==> config.mk <==
export PLATFORM = sky130hd
export DESIGN_NAME = tiny_cpu_param
export DESIGN_NICKNAME = d
export VERILOG_FILES = /design/src/rtl/tiny_cpu_pkg.sv /design/src/rtl/tiny_cpu_mul.sv /design/src/rtl/tiny_cpu_param.sv
export SDC_FILE = /design/constraint.sdc
export NUM_CORES = 1
export LEC_CHECK = 0
export ABC_AREA = 1
export BUFFER_PORTS_ARGS = -buffer_cell sky130_fd_sc_hd__buf_2
export CORE_AREA = 4 4 75 147
export DETAILED_ROUTE_END_ITERATION = 7
export DIE_AREA = 0 0 79 151
export GPL_ROUTABILITY_DRIVEN = 0
export SLEW_MARGIN = 20
export SYNTH_ARGS = -nofsm -noshare
export SYNTH_HDL_FRONTEND = slang
export SYNTH_HIERARCHICAL = 1
export SYNTH_SLANG_ARGS = --single-unit
==> constraint.sdc <==
create_clock -name Clk -period 2.6 [get_ports Clk]
set_clock_uncertainty 0.1 [all_clocks]
set_input_delay 0.13 -clock Clk [delete_from_list [all_inputs] [get_ports Clk]]
set_output_delay 0.13 -clock Clk [all_outputs]
set_load 0.01 [all_outputs]
==> src/rtl/tiny_cpu_pkg.sv <==
// Shared opcode constants and controller state encoding for tiny_cpu_param.
// The optional multiplier is enabled by defining TINY_CPU_MUL_EN.
package tiny_cpu_pkg;

    localparam int OPC_W = 4;

    localparam logic [OPC_W-1:0] OPC_NOP  = 4'd0;
    localparam logic [OPC_W-1:0] OPC_CLR  = 4'd1;
    localparam logic [OPC_W-1:0] OPC_LDA  = 4'd2;
    localparam logic [OPC_W-1:0] OPC_LDB  = 4'd3;
    localparam logic [OPC_W-1:0] OPC_LDBO = 4'd4;
    localparam logic [OPC_W-1:0] OPC_ADD  = 4'd5;
    localparam logic [OPC_W-1:0] OPC_SHL  = 4'd6;
    localparam logic [OPC_W-1:0] OPC_SHR  = 4'd7;
    localparam logic [OPC_W-1:0] OPC_AND  = 4'd8;
    localparam logic [OPC_W-1:0] OPC_OR   = 4'd9;
    localparam logic [OPC_W-1:0] OPC_XOR  = 4'd10;
    localparam logic [OPC_W-1:0] OPC_NAND = 4'd11;
    localparam logic [OPC_W-1:0] OPC_CMP  = 4'd12;
    localparam logic [OPC_W-1:0] OPC_MUL  = 4'd13;

    typedef enum logic {
        ST_IDLE = 1'b0,
        ST_MUL  = 1'b1
    } state_t;

endpackage

==> src/rtl/tiny_cpu_mul.sv <==
// Shift-add unsigned multiplier; built only when TINY_CPU_MUL_EN is defined.
// o_done and o_prod are valid combinationally during the WIDTH-th step after i_start.
module tiny_cpu_mul #(
    parameter int WIDTH = 8
) (
    input  logic               i_clk,
    input  logic               i_rst,
    input  logic               i_start,
    input  logic [WIDTH-1:0]   i_a,
    input  logic [WIDTH-1:0]   i_b,
    output logic               o_done,
    output logic [2*WIDTH-1:0] o_prod
);

    localparam int CNT_W = $clog2(WIDTH + 1);

    logic               r_busy;
    logic [CNT_W-1:0]   r_cnt;
    logic [2*WIDTH-1:0] r_mcand;
    logic [2*WIDTH-1:0] r_acc;
    logic [WIDTH-1:0]   r_mplier;
    logic [2*WIDTH-1:0] w_acc_nxt;

    // The final partial sum is exposed before it is registered so the
    // top can capture the product on the same edge the last step happens.
    assign w_acc_nxt = r_acc + (r_mplier[0] ? r_mcand : '0);
    assign o_done    = r_busy && (r_cnt == CNT_W'(1));
    assign o_prod    = w_acc_nxt;

    always_ff @(posedge i_clk or posedge i_rst) begin
        if (i_rst) begin
            r_busy <= 1'b0;
            r_cnt  <= '0;
        end else if (i_start) begin
            r_busy <= 1'b1;
            r_cnt  <= CNT_W'(WIDTH);
        end else if (r_busy) begin
            r_cnt <= r_cnt - CNT_W'(1);
            if (o_done) begin
                r_busy <= 1'b0;
            end
        end
    end

    always_ff @(posedge i_clk) begin
        if (i_start) begin
            r_mcand  <= {{WIDTH{1'b0}}, i_a};
            r_mplier <= i_b;
            r_acc    <= '0;
        end else if (r_busy) begin
            r_acc    <= w_acc_nxt;
            r_mcand  <= r_mcand << 1;
            r_mplier <= r_mplier >> 1;
        end
    end

endmodule

==> src/rtl/tiny_cpu_param.sv <==
// Accumulator-style tiny CPU with A/B operand registers and an Out register.
// Define TINY_CPU_MUL_EN to build the multi-cycle MUL opcode; otherwise opcode 13 is illegal.
module tiny_cpu_param
    import tiny_cpu_pkg::*;
#(
    parameter int WIDTH = 8
) (
    input  logic                   Clk,
    input  logic                   Clear,
    input  logic [WIDTH+OPC_W-1:0] In,
    input  logic                   In_valid,
    output logic                   In_ready,
    output logic [WIDTH-1:0]       Result,
    output logic                   Result_valid,
    output logic                   Carry,
    output logic                   Zero,
    output logic                   Illegal
);

    logic [WIDTH-1:0] r_a;
    logic [WIDTH-1:0] r_b;
    logic [WIDTH-1:0] r_out;
    logic             r_carry;
    logic             r_zero;
    logic             r_res_vld;
    logic             r_illegal;

    logic [OPC_W-1:0] w_opc;
    logic [WIDTH-1:0] w_data;
    logic             w_acc;
    logic             w_ready;
    logic [WIDTH-1:0] w_alu_out;
    logic             w_alu_c;
    logic             w_alu_op;
    logic             w_illegal;

    assign w_opc  = In[WIDTH+OPC_W-1:WIDTH];
    assign w_data = In[WIDTH-1:0];
    assign w_acc  = In_valid && w_ready;

`ifdef TINY_CPU_MUL_EN
    state_t             r_state;
    state_t             w_state_nxt;
    logic               w_mul_start;
    logic               w_mul_done;
    logic [2*WIDTH-1:0] w_mul_prod;

    assign w_illegal = (w_opc == 4'd14) || (w_opc == 4'd15);

    always_ff @(posedge Clk or posedge Clear) begin
        if (Clear) begin
            r_state <= ST_IDLE;
        end else begin
            r_state <= w_state_nxt;
        end
    end

    always_comb begin
        w_state_nxt = r_state;
        w_ready     = 1'b1;
        w_mul_start = 1'b0;
        case (r_state)
            ST_IDLE: begin
                if (In_valid && (w_opc == OPC_MUL)) begin
                    w_mul_start = 1'b1;
                    w_state_nxt = ST_MUL;
                end
            end
            ST_MUL: begin
                w_ready = 1'b0;
                if (w_mul_done) begin
                    w_state_nxt = ST_IDLE;
                end
            end
            default: w_state_nxt = ST_IDLE;
        endcase
    end

    tiny_cpu_mul #(.WIDTH(WIDTH)) u_mul (
        .i_clk   (Clk),
        .i_rst   (Clear),
        .i_start (w_mul_start),
        .i_a     (r_a),
        .i_b     (r_b),
        .o_done  (w_mul_done),
        .o_prod  (w_mul_prod)
    );
`else
    assign w_ready   = 1'b1;
    assign w_illegal = (w_opc == OPC_MUL) || (w_opc == 4'd14) || (w_opc == 4'd15);
`endif

    always_comb begin
        w_alu_out = '0;
        w_alu_c   = 1'b0;
        w_alu_op  = 1'b1;
        case (w_opc)
            OPC_ADD:  {w_alu_c, w_alu_out} = {1'b0, r_a} + {1'b0, r_b};
            OPC_SHL: begin
                w_alu_out = {r_a[WIDTH-2:0], 1'b0};
                w_alu_c   = r_a[WIDTH-1];
            end
            OPC_SHR: begin
                w_alu_out = {1'b0, r_a[WIDTH-1:1]};
                w_alu_c   = r_a[0];
            end
            OPC_AND:  w_alu_out = r_a & r_b;
            OPC_OR:   w_alu_out = r_a | r_b;
            OPC_XOR:  w_alu_out = r_a ^ r_b;
            OPC_NAND: w_alu_out = ~(r_a & r_b);
            OPC_CMP:  w_alu_out = (r_a > r_b) ? WIDTH'(1) : '0;
            default:  w_alu_op  = 1'b0;
        endcase
    end

    always_ff @(posedge Clk or posedge Clear) begin
        if (Clear) begin
            r_a       <= '0;
            r_b       <= '0;
            r_out     <= '0;
            r_carry   <= 1'b0;
            r_zero    <= 1'b1;
            r_res_vld <= 1'b0;
            r_illegal <= 1'b0;
        end else begin
            r_res_vld <= 1'b0;
            r_illegal <= 1'b0;
            if (w_acc) begin
                case (w_opc)
                    OPC_CLR: begin
                        r_a     <= '0;
                        r_b     <= '0;
                        r_out   <= '0;
                        r_carry <= 1'b0;
                        r_zero  <= 1'b0;
                    end
                    OPC_LDA:  r_a <= w_data;
                    OPC_LDB:  r_b <= w_data;
                    OPC_LDBO: r_b <= r_out;
                    default: begin
                        if (w_alu_op) begin
                            r_out     <= w_alu_out;
                            r_carry   <= w_alu_c;
                            r_zero    <= (w_alu_out == '0);
                            r_res_vld <= 1'b1;
                        end else if (w_illegal) begin
                            r_illegal <= 1'b1;
                        end
                    end
                endcase
            end
`ifdef TINY_CPU_MUL_EN
            if (w_mul_done) begin
                r_out     <= w_mul_prod[WIDTH-1:0];
                r_carry   <= |w_mul_prod[2*WIDTH-1:WIDTH];
                r_zero    <= (w_mul_prod[WIDTH-1:0] == '0);
                r_res_vld <= 1'b1;
            end
`endif
        end
    end

    assign In_ready     = w_ready;
    assign Result       = r_out;
    assign Result_valid = r_res_vld;
    assign Carry        = r_carry;
    assign Zero         = r_zero;
    assign Illegal      = r_illegal;

endmodule

After elaboration in Yosys (flattened, before gate mapping):

Index checks and enable logic that the tools add are counted.

* register bits: 28
* bits of input ports: 15
* output and inout port bits: 13

* $add $sub $neg: 1
* $lt $le $gt $ge: 1
* eq/ne operators: 15
* muxes and demuxes: 19
* bitwise gates (word level): 5
* reduce and logical (&&, ||, !) cells: 12

Operators with widths (count)
* case mux 8 bit (8 select lines): 1
* equality test 4 bit (second input constant): 8
* case mux 8 bit (2 select lines): 2
* case mux 8 bit (3 select lines): 1
* equality test 4 x 3 -> 1 bit (second input constant): 4
* two-way mux 1 bit: 11
* adder 8 x 8 -> 9 bit: 1
* bitwise AND 8 bit: 1
* equality test 4 x 2 -> 1 bit (second input constant): 2
* > comparator 8 bit: 1
* logical NOT 8 bit: 1
* two-way mux 8 bit: 1
* inverter 8 bit: 1
* bitwise OR 8 bit: 1
* OR reduction 8 bit: 1
* XOR 8 bit: 1
* equality test 4 x 1 -> 1 bit (second input constant): 1
* case mux 1 bit (2 select lines): 2
* AND reduction 2 bit: 2
* nonzero test 2 bit: 2
* OR reduction 4 bit: 1
* case mux 1 bit (3 select lines): 1
* AND reduction 3 bit: 1
* nonzero test 3 bit: 1
* 3 further kinds: 4

Longest topological paths before layout:

* depth after elaboration: 7
* depth in mapped cells: 13
* gate-level depth less buffers: 13

Worst setup path before layout:

Ideal clock, no wire load.

* path kind: register to register
* start point: register r_b[0]
* end point: register r_zero (netlist: Zero)
* setup time: 0.060 ns
* arrival time: 1.715 ns
* slack: 0.724 ns
* stages on the path, launching flop included: 13
* buffers on the path: 0
* clock period less this slack: 1.876 ns
* cells stage by stage: dfrtp_1 > ha_1 > fa_1 > xor2_1 > nand2_1 > nand2_1 > nor2_1 > nand2_1 > nor2_1 > nand2_1 > nor2_1 > nand2_1 > nand2_1

* longest elaborated chain between the ends: 6

RTL lines
* from (decl): line tiny_cpu_param.sv:21 `logic [WIDTH-1:0] r_b;`
* from (signal assigned): line tiny_cpu_param.sv:138 `OPC_LDB: r_b <= w_data;`
* from (signal assigned): line tiny_cpu_param.sv:139 `OPC_LDBO: r_b <= r_out;`
* > comparator 8 bit / bitwise AND 8 bit (equally long branches): line tiny_cpu_param.sv:111, tiny_cpu_param.sv:107, tiny_cpu_param.sv:110
* two-way mux 1 bit / inverter 8 bit (equally long branches): line tiny_cpu_param.sv:111, tiny_cpu_param.sv:110
* case mux 8 bit (8 select lines) *: line tiny_cpu_param.sv:97 `case (w_opc)`
* logical NOT 8 bit *: line tiny_cpu_param.sv:144 `r_zero <= (w_alu_out == '0);`
* two-way mux 1 bit *: line tiny_cpu_param.sv:141 `if (w_alu_op) begin`
* case mux 1 bit (2 select lines) *: line tiny_cpu_param.sv:129 `case (w_opc)`
* to (signal assigned): line tiny_cpu_param.sv:144
* to (decl): line tiny_cpu_param.sv:24 `logic r_zero;`

Mark *: on every way between the ends. The rest lies on a longest branch, timed or not. The select of a mux whose other input is x is not followed.
A chain may end at the register's enable or synchronous reset.

Worst setup path in the final report:

* start point: register r_b[0]
* end point: register r_carry (netlist: Carry)

* longest elaborated chain between the ends: 4

RTL lines
* adder 8 x 8 -> 9 bit: line tiny_cpu_param.sv:98 `OPC_ADD: {w_alu_c, w_alu_out} = {1'b0, r_a} + {1'b0, r_b};`
* case mux 1 bit (3 select lines): line tiny_cpu_param.sv:97
* two-way mux 1 bit: line tiny_cpu_param.sv:141
* case mux 1 bit (2 select lines): line tiny_cpu_param.sv:129
* to (signal assigned): line tiny_cpu_param.sv:143 `r_carry <= w_alu_c;`
* to (decl): line tiny_cpu_param.sv:23 `logic r_carry;`

Every way passes these cells. The select of a mux whose other input is x is not followed.

==> impl_metrics.py <==
metrics = {
    "outcome": {
        "status": "finished, final reports clean",
    },
    "flow_run": {
        "maxCapViolCount": 0,
    },
    "power_and_ir_drop": {
        "p_sw_share_pct": 43.3,
        "p_int_w": 0.00104,
        "worst_ir_drop_vdd_uv": 458,
        "pwr-share-comb_pct": 46.8,
        "pwr-share-clk_pct": 20.0,
        "switching_power_w": 0.000796,
        "pwr-share-seq_pct": 33.2,
        "power_density_nw_per_um2": 659,
        "p_leak_nw": 1.49,
        "finalPower_w": 0.00184,
    },
    "routing": {
        "vias_per_cell": 4.62,
        "routed_wl_um": 7800,
        "final_antenna_net_count": 0,
        "firstDrtPassIters": 4,
        "drt_iter0_drc": 72,
        "drc": 0,
        "wl_per_cell_um": 14.9,
        "vias": 2421,
    },
    "synthesis": {
        "synth_area_um2": 2430,
        "ys_async_sr_fraction_pct": 100,
        "yosysWarnings": 6,
        "syn-num-nets": 401,
        "yosys-top-cells-area": "dfrtp_1, nand2_1, ha_1, inv_1, nor2_1",
        "synth_edf_count": 0,
        "synth_ff_type": "dfrtp_1",
        "yosysMostFrequentCell": "nand2_1",
        "synth_top_area_share_pct": 27.8,
        "ys_top_cells_by_count": "nand2_1, inv_1, nor2_1",
        "syn_inst": 361,
        "seq_area_frac_synth_pct": 28.9,
        "ys_ff_latch": 28,
        "synth_cell_types": 30,
        "avgSynthCellArea_um2": 6.73,
        "synth_top_cell_by_area": "dfrtp_1",
    },
    "global_routing": {
        "grt_util_all_layers_pct": 13.6,
        "antenna_found_initial": 0,
        "grt_pass1_vias": 2430,
        "grt_max_degree": 29,
        "grt_pass1_wl_um": 12200,
        "grt_overflow": 0,
    },
    "timing": {
        "rsz0062_at_grt": "false",
        "slew_headroom_pct": 46.9,
        "fin_crit_sh_pct": 82.9,
        "max_freq_ghz": 0.464,
        "tightestPinTransition_ns": 0.796,
        "min_period_ns": 2.16,
        "setup_tns_ns": 0,
        "setup_ws_ns": 0.444,
        "hold_viol": 0,
        "slew_viol_final": 0,
        "finalSetupViolations": 0,
    },
    "floorplan": {
        "ios": 28,
        "core_area_um2": 10000,
        "std_cell_rows": 52,
        "dieArea_um2": 11900,
        "initial_core_util_pct": 24.3,
        "die_h_um": 151,
        "dieWidth_um": 79,
    },
    "setup_path": {
        "worstPathMaxFanout": 4,
        "cp.arrival_ns": 2.22,
        "critical_path_class": "reg -> reg",
        "start_kind": "flip-flop",
        "cp.required_ns": 2.66,
        "r2r-start": "r_b[0]",
        "critPathLaunch": "r_b[0]",
        "end_kind": "flip-flop",
    },
    "layout": {
        "diodes": 0,
        "drive_above_1_share_pct": 15.9,
        "fin_cells": 524,
        "nNetsFinal": 430,
        "syn2layout_area_growth_pct": 14.9,
        "multiInputGateArea_um2": 1450,
        "seq_area_um2": 702,
        "fillers": 1149,
    },
    "cts": {
        "insertion_delay_ns": 0.27,
        "cts_tree": "done",
        "clk_pin_slew_worst_paths_ns": 0.07,
        "root_buffer": "clkbuf_16",
        "cts.htree.levels": 1,
        "cts_buffer_depth": 2,
        "numClockSinks": 28,
        "cts_buffers": 3,
    },
    "place": {
        "pre_cts_ws_ns": 0.511,
        "dp.cells": 519,
        "io_buffers": 26,
        "dpl.hpwl_um": 6470,
    },
    "hold_path": {
        "hp-start": "In[4]",
        "hp-class": "in -> reg",
    },
}
-- flip-flops by register name, indices dropped and copies added (netlist names) --
name          flops
Illegal           1
Result            8
r_b               8
Carry             1
r_a               8
Zero              1
Result_valid      1
-- per-layer routing --
metal,part of all wire (%),global-route usage (%)
met3,3.1,1.31
met1,33,11.8
met4,6.8,11.4
met5,0,0
met2,57,26.9
-- worst paths after layout --
kind	slack (ns)	end	depth (start not counted)
setup / recovery	0.44	Carry	12
hold / removal	0.04	r_a[4]	3
setup reg to reg	0.44	Carry	12
hold reg to reg	0.37	Zero	2
max in group asynchronous	1.72	Zero	4
min in group asynchronous	0.37	r_a[3]	4
-- worst max-delay path, stage by stage, from the launching register on --
cell	delay, ns
dfrtp_1	0.41
ha_1	0.25
fa_1	0.43
nand2_1	0.09
nand2_1	0.10
nand3_1	0.13
nand2_1	0.07
nand2_1	0.07
a21oi_1	0.06
o21ai_0	0.17
nand2_1	0.07
nand2_1	0.06
nand2_1	0.05
-- placed cells by master (no fill, tap or decap), types with 2 or more instances in the layout --
cell       count
a21oi_2        2
inv_2          6
o21ai_0       15
a21oi_1       11
clkbuf_16      3
ha_1          24
nand2_1       96
inv_1         60
nand3_1       19
nor3_1         3
nand2_2        4
o21ai_1        2
nand4_1        2
o22ai_1       17
dfrtp_1       27
o21ai_2        8
buf_2         26
nor2_2         8
nor2_1        43
-- cells by family (layout without fill, tap and decap cells) --
logic type | count (synthesis) | after routing | share of synthesized area, %
AO/OA/AOI/OAI | 58 | 58 | 15.2
XOR/XNOR | 1 | 1 | 0.360
adder cells (fa/ha/maj) | 25 | 25 | 13.2
buffers and inverters | 70 | 98 | 11.6
flip-flops | 28 | 28 | 28.9
other | 1 | 1 | 0.154
AND/OR/NAND/NOR | 178 | 178 | 30.6
-- power by group through the flow --
stage          clock [W]  sequential [W]  combinational, W
2_1_floorplan          0        0.000620          0.000594
3_3_place_gp           0        0.000612          0.000839
3_5_place_dp           0        0.000618          0.000849
4_1_cts         0.000379        0.000610          0.000857
5_1_grt         0.000388        0.000623          0.000965
6_report        0.000368        0.000610          0.000862
-- final cells by class --
cell class / count / area share, %
inverters: 66 / 8.87
flip-flops and latches: 28 / 25.1
multi-input cells: 263 / 51.8
repair buffers: 28 / 5.29
clock buffers: 4 / 2.82
well taps: 135 / 6.05
-- metrics by stage --
step                utilization (%)  area [um^2]  hold slack, ns
finish                         27.9         2790          0.0433
global placement               27.0         2700           0.116
floorplan                         -         2430          0.0947
detailed placement             27.0         2700           0.126
global route                   27.9         2790          0.0608
CTS                            27.9         2790          0.0365
-- repair_timing --
action,CTS,global route
setup buffers,0,0
gates resized for setup,0,0
hold endpoints to repair,27,0
hold buffers,1,0
Power figures use the tool's default switching activity.
